==> config.mk <==
export PLATFORM = sky130hd
export DESIGN_NAME = load_align_unit
export DESIGN_NICKNAME = d
export VERILOG_FILES = /design/src/rtl/load_align_unit.sv
export SDC_FILE = /design/constraint.sdc
export NUM_CORES = 1
export LEC_CHECK = 0
export CELL_PAD_IN_SITES_DETAIL_PLACEMENT = 1
export CELL_PAD_IN_SITES_GLOBAL_PLACEMENT = 1
export CORE_ASPECT_RATIO = 1.2
export CORE_MARGIN = 1.5
export CORE_UTILIZATION = 30
export CTS_BUF_LIST = sky130_fd_sc_hd__clkbuf_16
export DETAILED_ROUTE_END_ITERATION = 12
export PLACE_DENSITY_LB_ADDON = 0.1
export SYNTH_ARGS = -nofsm -noshare
export SYNTH_HDL_FRONTEND = slang
export SYNTH_SLANG_ARGS = --single-unit
==> constraint.sdc <==
create_clock -name clk_i -period 2.5 [get_ports clk_i]
set_input_delay 0.5 -clock clk_i [delete_from_list [all_inputs] [get_ports clk_i]]
set_output_delay 0.5 -clock clk_i [all_outputs]
set_load 0.1 [all_outputs]
==> src/rtl/load_align_unit.sv <==
// Load alignment stage: issues word-aligned reads, then shifts and extends by funct3.
// Define LOAD_ALIGN_SPLIT_EN to service word-crossing accesses with two reads.
module load_align_unit #(
    parameter int XLEN   = 32,
    parameter int AWIDTH = 32
) (
    input  logic              clk_i,
    input  logic              rst_i,
    input  logic              req_valid_i,
    output logic              req_ready_o,
    input  logic [AWIDTH-1:0] req_addr_i,
    input  logic [2:0]        req_funct3_i,
    output logic              mem_read_o,
    output logic [AWIDTH-1:0] mem_address_o,
    input  logic [XLEN-1:0]   mem_rdata_i,
    input  logic              mem_resp_i,
    output logic              rsp_valid_o,
    output logic [XLEN-1:0]   rsp_data_o,
    output logic              rsp_err_o
);
    localparam int WORD_BYTES = XLEN / 8;
    localparam int OFS_W      = $clog2(WORD_BYTES);

    typedef enum logic [1:0] {IDLE, RD_LO, RD_HI, RESP} state_e;

    state_e            state_q, state_d;
    logic [AWIDTH-1:0] addr_q, addr_d;
    logic [2:0]        f3_q, f3_d;
    logic [XLEN-1:0]   lo_q, lo_d, hi_q, hi_d;
    logic              err_q, err_d;
    logic [AWIDTH-1:0] lo_addr;
    logic [OFS_W-1:0]  ofs;
    logic [2*XLEN-1:0] shifted;
    logic [XLEN-1:0]   result;
`ifdef LOAD_ALIGN_SPLIT_EN
    logic [AWIDTH-1:0] hi_addr;
`endif

    // Reserved encodings pass the whole shifted word through untouched.
    function automatic logic unsup_f(input logic [2:0] f3);
        return (f3 == 3'b111) || ((XLEN == 32) && ((f3 == 3'b011) || (f3 == 3'b110)));
    endfunction

    function automatic logic span_f(input logic [OFS_W-1:0] o, input logic [2:0] f3);
        logic [4:0] size;
        size = unsup_f(f3) ? 5'(WORD_BYTES) : (5'd1 << f3[1:0]);
        return !unsup_f(f3) && ((5'(o) + size) > 5'(WORD_BYTES));
    endfunction

    assign ofs     = addr_q[OFS_W-1:0];
    assign lo_addr = {addr_q[AWIDTH-1:OFS_W], {OFS_W{1'b0}}};
`ifdef LOAD_ALIGN_SPLIT_EN
    assign hi_addr = lo_addr + AWIDTH'(WORD_BYTES);
`endif
    assign shifted = {hi_q, lo_q} >> {ofs, 3'b000};

    always_comb begin
        result = shifted[XLEN-1:0];
        if (!unsup_f(f3_q)) begin
            case (f3_q[1:0])
                2'b00: begin
                    if (f3_q[2]) result = XLEN'(shifted[7:0]);
                    else         result = XLEN'($signed(shifted[7:0]));
                end
                2'b01: begin
                    if (f3_q[2]) result = XLEN'(shifted[15:0]);
                    else         result = XLEN'($signed(shifted[15:0]));
                end
                2'b10: begin
                    if (f3_q[2]) result = XLEN'(shifted[31:0]);
                    else         result = XLEN'($signed(shifted[31:0]));
                end
                default: result = shifted[XLEN-1:0];
            endcase
        end
    end

    always_comb begin
        state_d       = state_q;
        addr_d        = addr_q;
        f3_d          = f3_q;
        lo_d          = lo_q;
        hi_d          = hi_q;
        err_d         = err_q;
        req_ready_o   = 1'b0;
        mem_read_o    = 1'b0;
        mem_address_o = '0;
        rsp_valid_o   = 1'b0;
        case (state_q)
            IDLE: begin
                req_ready_o = 1'b1;
                if (req_valid_i) begin
                    addr_d  = req_addr_i;
                    f3_d    = req_funct3_i;
                    err_d   = 1'b0;
                    state_d = RD_LO;
`ifndef LOAD_ALIGN_SPLIT_EN
                    // Crossing access without split support: fail it without touching memory.
                    if (span_f(req_addr_i[OFS_W-1:0], req_funct3_i)) begin
                        err_d   = 1'b1;
                        state_d = RESP;
                    end
`endif
                end
            end
            RD_LO: begin
                mem_read_o    = 1'b1;
                mem_address_o = lo_addr;
                if (mem_resp_i) begin
                    lo_d    = mem_rdata_i;
                    hi_d    = '0;
                    state_d = RESP;
`ifdef LOAD_ALIGN_SPLIT_EN
                    if (span_f(ofs, f3_q)) state_d = RD_HI;
`endif
                end
            end
`ifdef LOAD_ALIGN_SPLIT_EN
            RD_HI: begin
                mem_read_o    = 1'b1;
                mem_address_o = hi_addr;
                if (mem_resp_i) begin
                    hi_d    = mem_rdata_i;
                    state_d = RESP;
                end
            end
`endif
            RESP: begin
                rsp_valid_o = 1'b1;
                state_d     = IDLE;
            end
            default: state_d = IDLE;
        endcase
    end

    assign rsp_data_o = (state_q == RESP && !err_q) ? result : '0;
    assign rsp_err_o  = (state_q == RESP) && err_q;

    always_ff @(posedge clk_i) begin
        if (rst_i) begin
            state_q <= IDLE;
            addr_q  <= '0;
            f3_q    <= '0;
            lo_q    <= '0;
            hi_q    <= '0;
            err_q   <= 1'b0;
        end else begin
            state_q <= state_d;
            addr_q  <= addr_d;
            f3_q    <= f3_d;
            lo_q    <= lo_d;
            hi_q    <= hi_d;
            err_q   <= err_d;
        end
    end
endmodule

==> run_summary.xml <==
<?xml version="1.0" encoding="UTF-8"?>
<metrics>
  <group name="timing">
    <metric name="clock_skew" unit="ns">0.00440</metric>
    <metric name="total_count_of_hold_check_failures_in_the_final_report" unit="">0</metric>
    <metric name="setup_viol" unit="">0</metric>
    <metric name="report.final.slew_viol_count" unit="">0</metric>
    <metric name="max_freq" unit="MHz">413</metric>
    <metric name="fin_worst_hold_slack" unit="ns">0.449</metric>
    <metric name="final.period_utilization" unit="%">96.8</metric>
    <metric name="period_needed" unit="ns">2.42</metric>
  </group>
  <group name="logic_synthesis">
    <metric name="synthDominantAreaCellType" unit="">sky130_fd_sc_hd__dfxtp_1</metric>
    <metric name="synthCells" unit="">464</metric>
    <metric name="syn-mean-instance-area" unit="sq um">7.55</metric>
    <metric name="area_contributors_post_synth" unit="">sky130_fd_sc_hd__dfxtp_1, sky130_fd_sc_hd__nand2_1, sky130_fd_sc_hd__a21oi_1</metric>
    <metric name="ys_types" unit="">38</metric>
    <metric name="sequential_share_of_the_synthesized_area" unit="%">40.0</metric>
    <metric name="yosysWarningCount" unit="">0</metric>
    <metric name="synthesis.area" unit="sq um">3500</metric>
    <metric name="synth_top_area_share" unit="%">40.0</metric>
    <metric name="synth-seq-cells" unit="">70</metric>
  </group>
  <group name="routing">
    <metric name="final_antenna_net_count" unit="">0</metric>
    <metric name="detail_route.wl_per_cell" unit="microns">16.5</metric>
    <metric name="detail_route.iter0.violations" unit="">77</metric>
    <metric name="totalWireLength" unit="mm">12.6</metric>
    <metric name="drt_first_pass_iters" unit="">4</metric>
    <metric name="average_vias_per_placed_instance" unit="">4.85</metric>
    <metric name="route.vias.total" unit="">3696</metric>
    <metric name="drcViolationCount" unit="">0</metric>
  </group>
  <group name="layout">
    <metric name="diodes" unit="">0</metric>
    <metric name="net_total_in_the_final_layout" unit="">674</metric>
    <metric name="fill_cells" unit="">1287</metric>
    <metric name="layout_commonest_cell" unit="">sky130_fd_sc_hd__nand2_1</metric>
    <metric name="sequential_cell_area" unit="sq um">1410</metric>
    <metric name="multi_input_area" unit="sq um">2140</metric>
    <metric name="syn_to_final_growth" unit="%">77.8</metric>
    <metric name="post_route_cells_drive_above_1_share" unit="%">24.0</metric>
    <metric name="final_cell_mix" unit="">sky130_fd_sc_hd__nand2_1, sky130_fd_sc_hd__clkdlybuf4s50_1, sky130_fd_sc_hd__a21oi_1</metric>
  </group>
  <group name="power_and_ir_drop">
    <metric name="power_density" unit="nW/um^2">510</metric>
    <metric name="ir_worst_vdd" unit="mV">0.295</metric>
    <metric name="power_leakage" unit="nW">2.37</metric>
    <metric name="total_power" unit="mW">3.18</metric>
  </group>
  <group name="critical_path">
    <metric name="ff2ff_setup_slack" unit="ns">0.74</metric>
    <metric name="arrival" unit="ns">1.92</metric>
    <metric name="cp_data_required_time" unit="ns">2.00</metric>
    <metric name="worstPathMaxFanout" unit="">12</metric>
    <metric name="r2r-start" unit="">state_q[0]</metric>
    <metric name="timing.critical_path.from" unit="">err_q</metric>
    <metric name="r2r.worst_path.cells" unit="">7</metric>
    <metric name="critPathKind" unit="">reg2out</metric>
    <metric name="r2r_end" unit="">lo_q[18]</metric>
    <metric name="critPathCapture" unit="">rsp_data_o[29]</metric>
    <metric name="critical_path.startpoint_type" unit="">flip-flop</metric>
    <metric name="crit_path_end_kind" unit="">output port</metric>
  </group>
  <group name="die">
    <metric name="chipHeight" unit="microns">121</metric>
    <metric name="fp.dieArea" unit="sq um">12300</metric>
    <metric name="initial_core_util" unit="%">30.6</metric>
    <metric name="placement_rows" unit="">43</metric>
    <metric name="num_io_pins" unit="">139</metric>
    <metric name="floorplan.core_area" unit="sq um">11500</metric>
    <metric name="chipWidth" unit="microns">102</metric>
  </group>
  <group name="clock_tree">
    <metric name="register_clock_pin_slew_on_the_reported_worst_setup_and_hold_paths" unit="ns">0.06</metric>
    <metric name="cts.htree.levels" unit="">3</metric>
    <metric name="tritoncts.num_buffers" unit="">9</metric>
    <metric name="worst_skew_pair.late_latency" unit="ns">0.33</metric>
    <metric name="cts.path.max_buffers" unit="">2</metric>
    <metric name="clock_tree_from_tritoncts" unit="">built</metric>
    <metric name="cts_hold_repair.buffers" unit="">0</metric>
    <metric name="clk_root_buffer_cell" unit="">sky130_fd_sc_hd__clkbuf_16</metric>
    <metric name="cts_num_sinks" unit="">70</metric>
  </group>
  <group name="placed_design">
    <metric name="hpwl" unit="mm">9.53</metric>
    <metric name="io_buffers" unit="">136</metric>
    <metric name="globalplace.congestion" unit="">0.862</metric>
  </group>
  <group name="global_routing">
    <metric name="gr-usage-all-layers" unit="%">21.0</metric>
    <metric name="grt_antenna_before_repair" unit="">0</metric>
    <metric name="maximum_number_of_pins_on_one_net_before_global_route_repair" unit="">41</metric>
    <metric name="grt_first_pass_wirelength" unit="mm">20.0</metric>
    <metric name="overflow" unit="">0</metric>
    <metric name="grt_pass1_vias" unit="">3896</metric>
  </group>
  <group name="worst_hold_path">
    <metric name="hold_path.class" unit="">reg2reg</metric>
  </group>
  <group name="status">
    <metric name="outcome" unit="">finished, final reports clean</metric>
  </group>
  <group name="flow_run">
    <metric name="cap_violations" unit="">0</metric>
  </group>
</metrics>
logic make-up (layout without fill, tap and decap cells):
family                   count (synthesis)  count (layout)  synth area share, %
AND/OR/NAND/NOR                        216             216                 28.0
AO/OA/AOI/OAI                          115             115                 19.2
flip-flops                              70              70                 40.0
buffers and inverters                   40             180                 5.64
multiplexers                            19              19                 5.79
adder cells (fa/ha/maj)                  3               3                 1.29
other                                    1               2                0.107
report_power, final:
| part | switching, mW | internal, mW |
|---|---|---|
| clock | 0.458 | 0.757 |
| combinational | 0.426 | 0.296 |
| sequential | 0.0551 | 1.18 |
| total | 0.940 | 2.24 |
repair_timing:
| item | CTS | global route |
|---|---|---|
| setup buffers | 0 | 2 |
| gates resized for setup | 14 | 13 |
| endpoints found under the setup margin | 23 | 26 |
| pin swaps | 2 | 2 |
how the worst min path moves through the flow:
stage,startpoint,endpoint,slack (ns),depth (start not counted)
after floorplan,addr_q[10],addr_q[10],0.43,2
after global placement,addr_q[16],addr_q[16],0.44,2
after detailed placement,addr_q[18],addr_q[18],0.44,2
after CTS,addr_q[18],addr_q[18],0.45,2
after global routing,addr_q[24],addr_q[24],0.47,2
final,addr_q[18],addr_q[18],0.45,2
flip-flops by register name (all words and copies together), names as in the netlist:
signal   flops
f3_q         3
addr_q      32
err_q        1
lo_q        32
state_q      2
worst max-delay path, stage by stage (launching register included):
cell and delay [ns]:
sky130_fd_sc_hd__dfxtp_1 0.31, sky130_fd_sc_hd__nand3b_2 0.22, sky130_fd_sc_hd__buf_4 0.24, sky130_fd_sc_hd__nor3_4 0.23
sky130_fd_sc_hd__o21a_4 0.24, sky130_fd_sc_hd__a21o_1 0.16, sky130_fd_sc_hd__buf_12 0.18
area by class of cell:
cell class / instances / area share (%)
Multi-Input combinational cell: 355 / 34.4
Clock inverter: 7 / 0.944
Inverter: 3 / 0.181
Tap cell: 157 / 3.15
Clock buffer: 9 / 3.62
Timing Repair Buffer: 161 / 35.1
Sequential cell: 70 / 22.6
per-layer routing:
| metal | global-route usage (%) | routed length [microns] | up-vias | part of all wire (%) |
|---|---|---|---|---|
| met5 | 0 | 0 | - | 0 |
| met4 | 5.90 | 218 | 0 | 1.7 |
| met3 | 5.07 | 552 | 16 | 4.4 |
| met2 | 36.7 | 6660 | 90 | 53 |
| met1 | 25.4 | 5170 | 1777 | 41 |
| li1 | - | - | 1813 | - |
synth_stat cells:
cell type                   instances
sky130_fd_sc_hd__nand2b_1           5
sky130_fd_sc_hd__nand3_1            1
sky130_fd_sc_hd__a211oi_1          22
sky130_fd_sc_hd__inv_1              3
sky130_fd_sc_hd__ha_1               2
sky130_fd_sc_hd__dfxtp_1           70
sky130_fd_sc_hd__conb_1             1
sky130_fd_sc_hd__o21ai_0            8
sky130_fd_sc_hd__or3_1              1
sky130_fd_sc_hd__o21ai_1            2
sky130_fd_sc_hd__mux4_2             1
sky130_fd_sc_hd__clkbuf_1          16
sky130_fd_sc_hd__and2b_1            1
sky130_fd_sc_hd__o21a_1             1
sky130_fd_sc_hd__buf_2             14
sky130_fd_sc_hd__nor3b_1            1
sky130_fd_sc_hd__buf_6              1
sky130_fd_sc_hd__or3b_1             1
sky130_fd_sc_hd__nor3_1             1
sky130_fd_sc_hd__mux2i_1           18
sky130_fd_sc_hd__buf_4              6
sky130_fd_sc_hd__nand3b_2           1
sky130_fd_sc_hd__fa_1               1
sky130_fd_sc_hd__a21oi_1           68
sky130_fd_sc_hd__o22ai_1            1
sky130_fd_sc_hd__nand2_1          136
sky130_fd_sc_hd__and3_1             1
sky130_fd_sc_hd__a2111oi_0          1
sky130_fd_sc_hd__a2bb2oi_1          1
sky130_fd_sc_hd__a221o_1            1
sky130_fd_sc_hd__or2_2              1
sky130_fd_sc_hd__nand4b_1           1
sky130_fd_sc_hd__and2_1            33
sky130_fd_sc_hd__nor2b_1            9
sky130_fd_sc_hd__nor2_8             1
sky130_fd_sc_hd__nor2_1            22
sky130_fd_sc_hd__a21o_1             9
sky130_fd_sc_hd__o41ai_1            1
through the flow:
stage               instance area (sq um)  TNS, ns  worst slack [ns]  util [%]  std cells
detailed placement                   5800   -0.792            -0.234      50.6        744
global placement                     5800   -0.102           -0.0737      50.6        744
floorplan                            3640    -7.86            -0.481         -        465
finish                               6230        0            0.0811      54.4        762
global route                         6230  -0.0117           -0.0116      54.4        762
CTS                                  6150  -0.0128           -0.0107      53.7        760
Power figures use the tool's default switching activity.
